===== src/rtl/alu_defs.sv =====
`default_nettype none
// ============================================================================
// Package     : alu_defs
// Description : Opcode encodings, opcode field placement and the legal
//               DATA_WIDTH list shared by the alu_pipe sources.
// Revision    : 1.0 - initial release
// ============================================================================
package alu_defs;

    localparam int OPCODE_WIDTH = 4;

    localparam logic [OPCODE_WIDTH-1:0] ALU_OP_ADD  = 4'b0001;
    localparam logic [OPCODE_WIDTH-1:0] ALU_OP_SUB  = 4'b0010;
    localparam logic [OPCODE_WIDTH-1:0] ALU_OP_ADDI = 4'b1001;
    localparam logic [OPCODE_WIDTH-1:0] ALU_OP_SUBI = 4'b1010;
    localparam logic [OPCODE_WIDTH-1:0] ALU_OP_SET  = 4'b0011;
    localparam logic [OPCODE_WIDTH-1:0] ALU_OP_AND  = 4'b0101;
    localparam logic [OPCODE_WIDTH-1:0] ALU_OP_OR   = 4'b0110;
    localparam logic [OPCODE_WIDTH-1:0] ALU_OP_XOR  = 4'b0111;

    localparam int LEGAL_WIDTH_COUNT = 3;
    localparam int LEGAL_DATA_WIDTHS [LEGAL_WIDTH_COUNT] = '{16, 32, 48};

    // Opcode occupies the top OPCODE_WIDTH bits of the action word.
    function automatic int opcode_lsb(input int action_len);
        return action_len - OPCODE_WIDTH;
    endfunction

    function automatic bit is_legal_data_width(input int width);
        for (int i = 0; i < LEGAL_WIDTH_COUNT; i++) begin
            if (width == LEGAL_DATA_WIDTHS[i]) return 1'b1;
        end
        return 1'b0;
    endfunction

endpackage
`default_nettype wire


===== src/rtl/alu_delay_line.sv =====
`default_nettype none
// ============================================================================
// Module      : alu_delay_line
// Description : DEPTH-stage register chain with a valid bit per stage, a
//               common enable and synchronous clear; DEPTH=0 is a wire.
// Revision    : 1.0 - initial release
// ============================================================================
module alu_delay_line #(
    parameter int WIDTH = 8,
    parameter int DEPTH = 1
) (
    input  logic             clk,
    input  logic             rst,
    input  logic             i_en,
    input  logic             i_valid,
    input  logic [WIDTH-1:0] i_data,
    output logic             o_valid,
    output logic [WIDTH-1:0] o_data
);

    if (DEPTH == 0) begin : g_wire
        logic w_unused_ctrl;
        assign w_unused_ctrl = ^{clk, rst, i_en};
        assign o_valid       = i_valid;
        assign o_data        = i_data;
    end else begin : g_chain
        logic [DEPTH-1:0] r_valid;
        logic [WIDTH-1:0] r_data [DEPTH];

        // Invalid entries still shift; no bubble collapsing.
        always_ff @(posedge clk) begin
            if (rst) begin
                r_valid <= '0;
                for (int i = 0; i < DEPTH; i++) r_data[i] <= '0;
            end else if (i_en) begin
                r_valid[0] <= i_valid;
                r_data[0]  <= i_data;
                for (int i = 1; i < DEPTH; i++) begin
                    r_valid[i] <= r_valid[i-1];
                    r_data[i]  <= r_data[i-1];
                end
            end
        end

        assign o_valid = r_valid[DEPTH-1];
        assign o_data  = r_data[DEPTH-1];
    end

endmodule
`default_nettype wire


===== src/rtl/alu_pipe.sv =====
`default_nettype none
// ============================================================================
// Module      : alu_pipe
// Description : Pipelined type-1 RMT ALU with global-stall backpressure.
//               Optional macro ALU_SATURATE_EN clamps add/sub on carry/borrow.
// Revision    : 1.0 - initial release
// ============================================================================
module alu_pipe
    import alu_defs::*;
#(
    parameter int STAGE      = 0,
    parameter int ACTION_LEN = 25,
    parameter int DATA_WIDTH = 48,
    parameter int IMM_WIDTH  = 16,
    parameter int LATENCY    = 3
) (
    input  logic                  clk,
    input  logic                  rst,
    input  logic [ACTION_LEN-1:0] action_in,
    input  logic                  action_valid,
    output logic                  action_ready,
    input  logic [DATA_WIDTH-1:0] operand_1_in,
    input  logic [DATA_WIDTH-1:0] operand_2_in,
    output logic [DATA_WIDTH-1:0] container_out,
    output logic                  container_out_ovf,
    output logic                  container_out_valid,
    input  logic                  container_out_ready
);

    localparam int c_op_lsb = opcode_lsb(ACTION_LEN);

    if (!is_legal_data_width(DATA_WIDTH)) begin : g_bad_data_width
        $error("alu_pipe: DATA_WIDTH must be 16, 32 or 48");
    end
    if (ACTION_LEN < 20 || IMM_WIDTH > DATA_WIDTH || STAGE < 0) begin : g_bad_fields
        $error("alu_pipe: illegal ACTION_LEN/IMM_WIDTH/STAGE");
    end
    if (LATENCY < 1 || LATENCY > 8) begin : g_bad_latency
        $error("alu_pipe: LATENCY must be in 1..8");
    end

    logic                    w_stall;
    logic [OPCODE_WIDTH-1:0] w_opcode;
    logic [DATA_WIDTH-1:0]   w_imm;
    logic [DATA_WIDTH-1:0]   w_arith_b;
    logic [DATA_WIDTH:0]     w_sum;
    logic [DATA_WIDTH:0]     w_diff;
    logic [DATA_WIDTH-1:0]   w_result;
    logic                    w_ovf;
    logic                    w_unused_action;

    logic                    r_s1_valid;
    logic [DATA_WIDTH-1:0]   r_s1_result;
    logic                    r_s1_ovf;
    logic [DATA_WIDTH:0]     w_out_data;

    assign w_stall         = container_out_valid && !container_out_ready;
    assign action_ready    = !w_stall;
    assign w_opcode        = action_in[c_op_lsb +: OPCODE_WIDTH];
    assign w_imm           = DATA_WIDTH'(action_in[IMM_WIDTH-1:0]);
    assign w_unused_action = ^action_in;

    // Opcode bit 3 selects the immediate form of add/sub.
    assign w_arith_b = w_opcode[3] ? w_imm : operand_2_in;
    assign w_sum     = {1'b0, operand_1_in} + {1'b0, w_arith_b};
    assign w_diff    = {1'b0, operand_1_in} - {1'b0, w_arith_b};

    always_comb begin
        w_result = operand_1_in;
        w_ovf    = 1'b0;
        case (w_opcode)
            ALU_OP_ADD, ALU_OP_ADDI: begin
                w_result = w_sum[DATA_WIDTH-1:0];
                w_ovf    = w_sum[DATA_WIDTH];
`ifdef ALU_SATURATE_EN
                if (w_sum[DATA_WIDTH]) w_result = '1;
`endif
            end
            ALU_OP_SUB, ALU_OP_SUBI: begin
                w_result = w_diff[DATA_WIDTH-1:0];
                w_ovf    = w_diff[DATA_WIDTH];
`ifdef ALU_SATURATE_EN
                if (w_diff[DATA_WIDTH]) w_result = '0;
`endif
            end
            ALU_OP_SET: w_result = w_imm;
            ALU_OP_AND: w_result = operand_1_in & operand_2_in;
            ALU_OP_OR:  w_result = operand_1_in | operand_2_in;
            ALU_OP_XOR: w_result = operand_1_in ^ operand_2_in;
            default:    w_result = operand_1_in;
        endcase
    end

    always_ff @(posedge clk) begin
        if (rst) begin
            r_s1_valid  <= 1'b0;
            r_s1_result <= '0;
            r_s1_ovf    <= 1'b0;
        end else if (!w_stall) begin
            r_s1_valid  <= action_valid;
            r_s1_result <= w_result;
            r_s1_ovf    <= w_ovf;
        end
    end

    alu_delay_line #(
        .WIDTH (DATA_WIDTH + 1),
        .DEPTH (LATENCY - 1)
    ) u_delay (
        .clk     (clk),
        .rst     (rst),
        .i_en    (!w_stall),
        .i_valid (r_s1_valid),
        .i_data  ({r_s1_ovf, r_s1_result}),
        .o_valid (container_out_valid),
        .o_data  (w_out_data)
    );

    assign container_out_ovf = w_out_data[DATA_WIDTH];
    assign container_out     = w_out_data[DATA_WIDTH-1:0];

endmodule
`default_nettype wire


===== config.mk =====
export PLATFORM = sky130hd
export DESIGN_NAME = alu_pipe
export DESIGN_NICKNAME = d
export VERILOG_FILES = /design/src/rtl/alu_defs.sv /design/src/rtl/alu_delay_line.sv /design/src/rtl/alu_pipe.sv
export SDC_FILE = /design/constraint.sdc
export NUM_CORES = 1
export LEC_CHECK = 0
export ABC_AREA = 1
export CORE_MARGIN = 4
export CORE_UTILIZATION = 45
export DETAILED_ROUTE_END_ITERATION = 8
export GPL_TIMING_DRIVEN = 1
export HOLD_SLACK_MARGIN = 0.03
export PLACE_DENSITY = 0.65
export SETUP_SLACK_MARGIN = 0.2
export SYNTH_ARGS = -nofsm -noshare
export SYNTH_HDL_FRONTEND = slang
export SYNTH_HIERARCHICAL = 1
export SYNTH_SLANG_ARGS = --single-unit

===== constraint.sdc =====
create_clock -name clk -period 4 [get_ports clk]
set_clock_uncertainty 0.15 [all_clocks]
set_input_delay 1 -clock clk [delete_from_list [all_inputs] [get_ports clk]]
set_output_delay 1 -clock clk [all_outputs]
set_load 0.05 [all_outputs]

==> flow_summary.ini <==
[detailed_routing]
viasPerCell = 5.107
vias = 20500
wl_um = 71940
drtIter0Drc = 1916
drc_errors = 0
routedWlPerCell_um = 17.92
dr.pass1.iters = 7
ant_nets = 0

[timing]
finalWorstPathRequiredPeriod_ps = 3685
slew_headroom_pct = 39.51
slew_viol_final = 0
fmax_mhz = 271.3
tightest_slew_ps = 906.4
fin_crit_sh_pct = 92.14
setup_violations = 0
hold_slack_ps = 302.8
hold_viol = 0
grt_setup_unrepaired = true

[placement]
placed_cells = 3976
gp_congestion = 1.023
numPortBuffers = 170
dp_hpwl_um = 59480

[logic_synthesis]
yosys_warnings = 6
netlist_instances = 3005
syn_area_mm2 = 0.01800
seq_area_frac_synth_pct = 22.13
syn_avg_cell_area_um2 = 5.991
ys.flop_type = edfxtp_1
synth_edf_count = 98
syn-num-nets = 3329
async_flop_share_pct = 0
synth_seq_cells = 150
ys_types = 48

[power_and_ir_drop]
leakage_nw = 12.89
worst_ir_drop_vdd_mv = 0.2472
total_power_mw = 6.372
power_density_mw_per_mm2 = 265.5

[cells_and_area]
final_cell_mix = 762 x nand2_1, 687 x inv_1, 410 x buf_4
seq_area_mm2 = 0.003984
num-fill-cells = 3866
layout-drive-gt1-share_pct = 17.48
final_cells = 4014
final_common_cell = nand2_1
antennaDiodeCount = 0
area_growth_pct = 33.33
multi_input_area_mm2 = 0.01105
layout.nets = 3807

[min_path]
hold_path.class = flip-flop to flip-flop

[global_route]
grt_usage_pct = 31.68
grt_max_degree = 99
grt_pass1_wl_um = 107500
gr-total-overflow = 0
antenna_found_initial = 1
grt_pass1_vias = 19408

[clock_tree]
cts_tree = built
clock-sinks = 150
clkTransAtPathRegs_ps = 50
root_buffer = clkbuf_16
numCtsBuffers = 25
clock_path_buffers = 3
h-tree-depth = 4
clk-insertion-delay-late_ps = 480

[flow_run]
maxCapViolations = 0

[critical_path]
crit_required_ps = 4190
cpMostUsedCell = nand3_1
endpoint_kind = flip-flop
critical_path_class = input pin to flip-flop
cp_cell_sequence = clkdlybuf4s50_1 > inv_1 > nand2_1 > o21ai_1 > ha_1 > buf_4 > buf_4 > nand3_1 > nand2_2 > nand3_1 > nand3_1 > nand3_1 > nand3_1 > nand3_1 > nand3_1 > nor2_2 > buf_4 > a21oi_1
cp_top_family = simple AND/OR/NAND/NOR gates
slowest_delay_ps = 490
crit_fanout = 5
critPathBufInv = 5
cpMaxStageDelayCell = clkdlybuf4s50_1
cp.arrival_ps = 3870
startpoint_type = input pin

[die]
core_area_mm2 = 0.03964
die_w_um = 208.0
pin_count = 176
placementRows = 73
start_util_pct = 45.41
die_h_um = 208.0
dieArea_mm2 = 0.04327

[status]
status = finished, final reports clean
==> worst register-to-register path, stage by stage (launching register included) <==
cell     delay, ps
dfxtp_1        340
inv_1           80
nor2_4          90
inv_2           60
buf_4          220
nand2_4        360
buf_12         310
nor2_1         130
==> power by group <==
| part | leakage (nW) | internal, mW | switching (mW) |
|---|---|---|---|
| logic | 10.9 | 1.12 | 1.67 |
| clock network | 0.335 | 1.17 | 0.614 |
| registers | 1.61 | 1.76 | 0.0409 |
| total | 12.9 | 4.05 | 2.32 |
==> path summary, 6_finish.rpt <==
check,start,to,slack [ps],cells past startpoint
worst max-delay path,action_in[2],r_s1_result[27],310,18
worst min-delay path,u_delay/g_chain.r_valid[0],u_delay/g_chain.r_valid[0],300,2
worst max register to register,u_delay/g_chain.r_valid[1],u_delay/g_chain.r_data[0][15],2010,7
worst min register to register,u_delay/g_chain.r_valid[0],u_delay/g_chain.r_valid[0],300,2
==> cells in the mapped netlist (6+ instances only) <==
master      n  share of area, %
a21oi_1   125               3.5
or2_2      12              0.42
nor2_2     15              0.52
ha_1      197                14
nand3_1   182               5.1
o21ai_0   129               3.6
buf_2      42               1.2
inv_1     690                14
nor2_1    404               8.4
nor3_1     14              0.39
buf_6       6              0.38
nand4_1    52               1.8
clkbuf_1   31              0.65
edfxtp_1   98                16
o21bai_1   10              0.42
buf_4      53               2.2
dfxtp_1    52               5.8
nand2_1   788                16
a221oi_1   46               2.2
==> repair_timing <==
| item | in CTS | in global routing |
|---|---|---|
| gates resized for setup | 1 | 143 |
| setup endpoints to repair | 1 | 38 |
| pin swaps | 1 | 24 |
| buffers inserted | 0 | 5 |
| hold buffers | 0 | 0 |
==> layout make-up <==
| cell class | instances | share of cell area (%) |
|---|---|---|
| Multi-Input combinational cell | 2020 | 46.05 |
| Timing Repair Buffer | 592 | 20.88 |
| Sequential cell | 150 | 16.60 |
| Inverter | 694 | 10.87 |
| Clock buffer | 31 | 2.825 |
| Tap cell | 525 | 2.737 |
| Clock inverter | 2 | 0.04691 |
==> logic make-up (layout without fill, tap and decap cells) <==
family / Yosys count / after routing / share of synthesized area [%]
fa+ha+maj: 199 / 199 / 13.91
xor+xnor: 2 / 2 / 0.09732
simple gates: 1486 / 1486 / 33.93
buf+inv: 835 / 1319 / 19.22
compound gates: 333 / 333 / 10.71
flops: 150 / 150 / 22.13
==> layer usage <==
layer | vias up | part of all wire [%] | GRT usage, %
li1 | 10176 | - | -
met2 | 779 | 44 | 50.64
met3 | 119 | 8.7 | 4.403
met5 | - | 0.019 | 0
met1 | 9424 | 45 | 45.03
met4 | 2 | 2.9 | 8.720
==> state kept, by name (all words and copies together) (netlist names) <==
signal,count
u_delay/g_chain.r_data,98
r_s1_valid,1
r_s1_ovf,1
r_s1_result,48
u_delay/g_chain.r_valid,2
==> metrics by stage <==
stage / TNS (ps) / util (%) / instance area [um^2] / worst slack [ps]
finish: 0 / 60.55 / 24000 / 314.6
global route: 0 / 60.55 / 24000 / 72.00
CTS: 0 / 59.23 / 23480 / 205.3
floorplan: 0 / - / 18020 / 237.5
detailed placement: -6361 / 57.49 / 22790 / -274.9
global placement: -4766 / 57.49 / 22790 / -286.0
No activity file was read; power rests on OpenSTA's default activity.
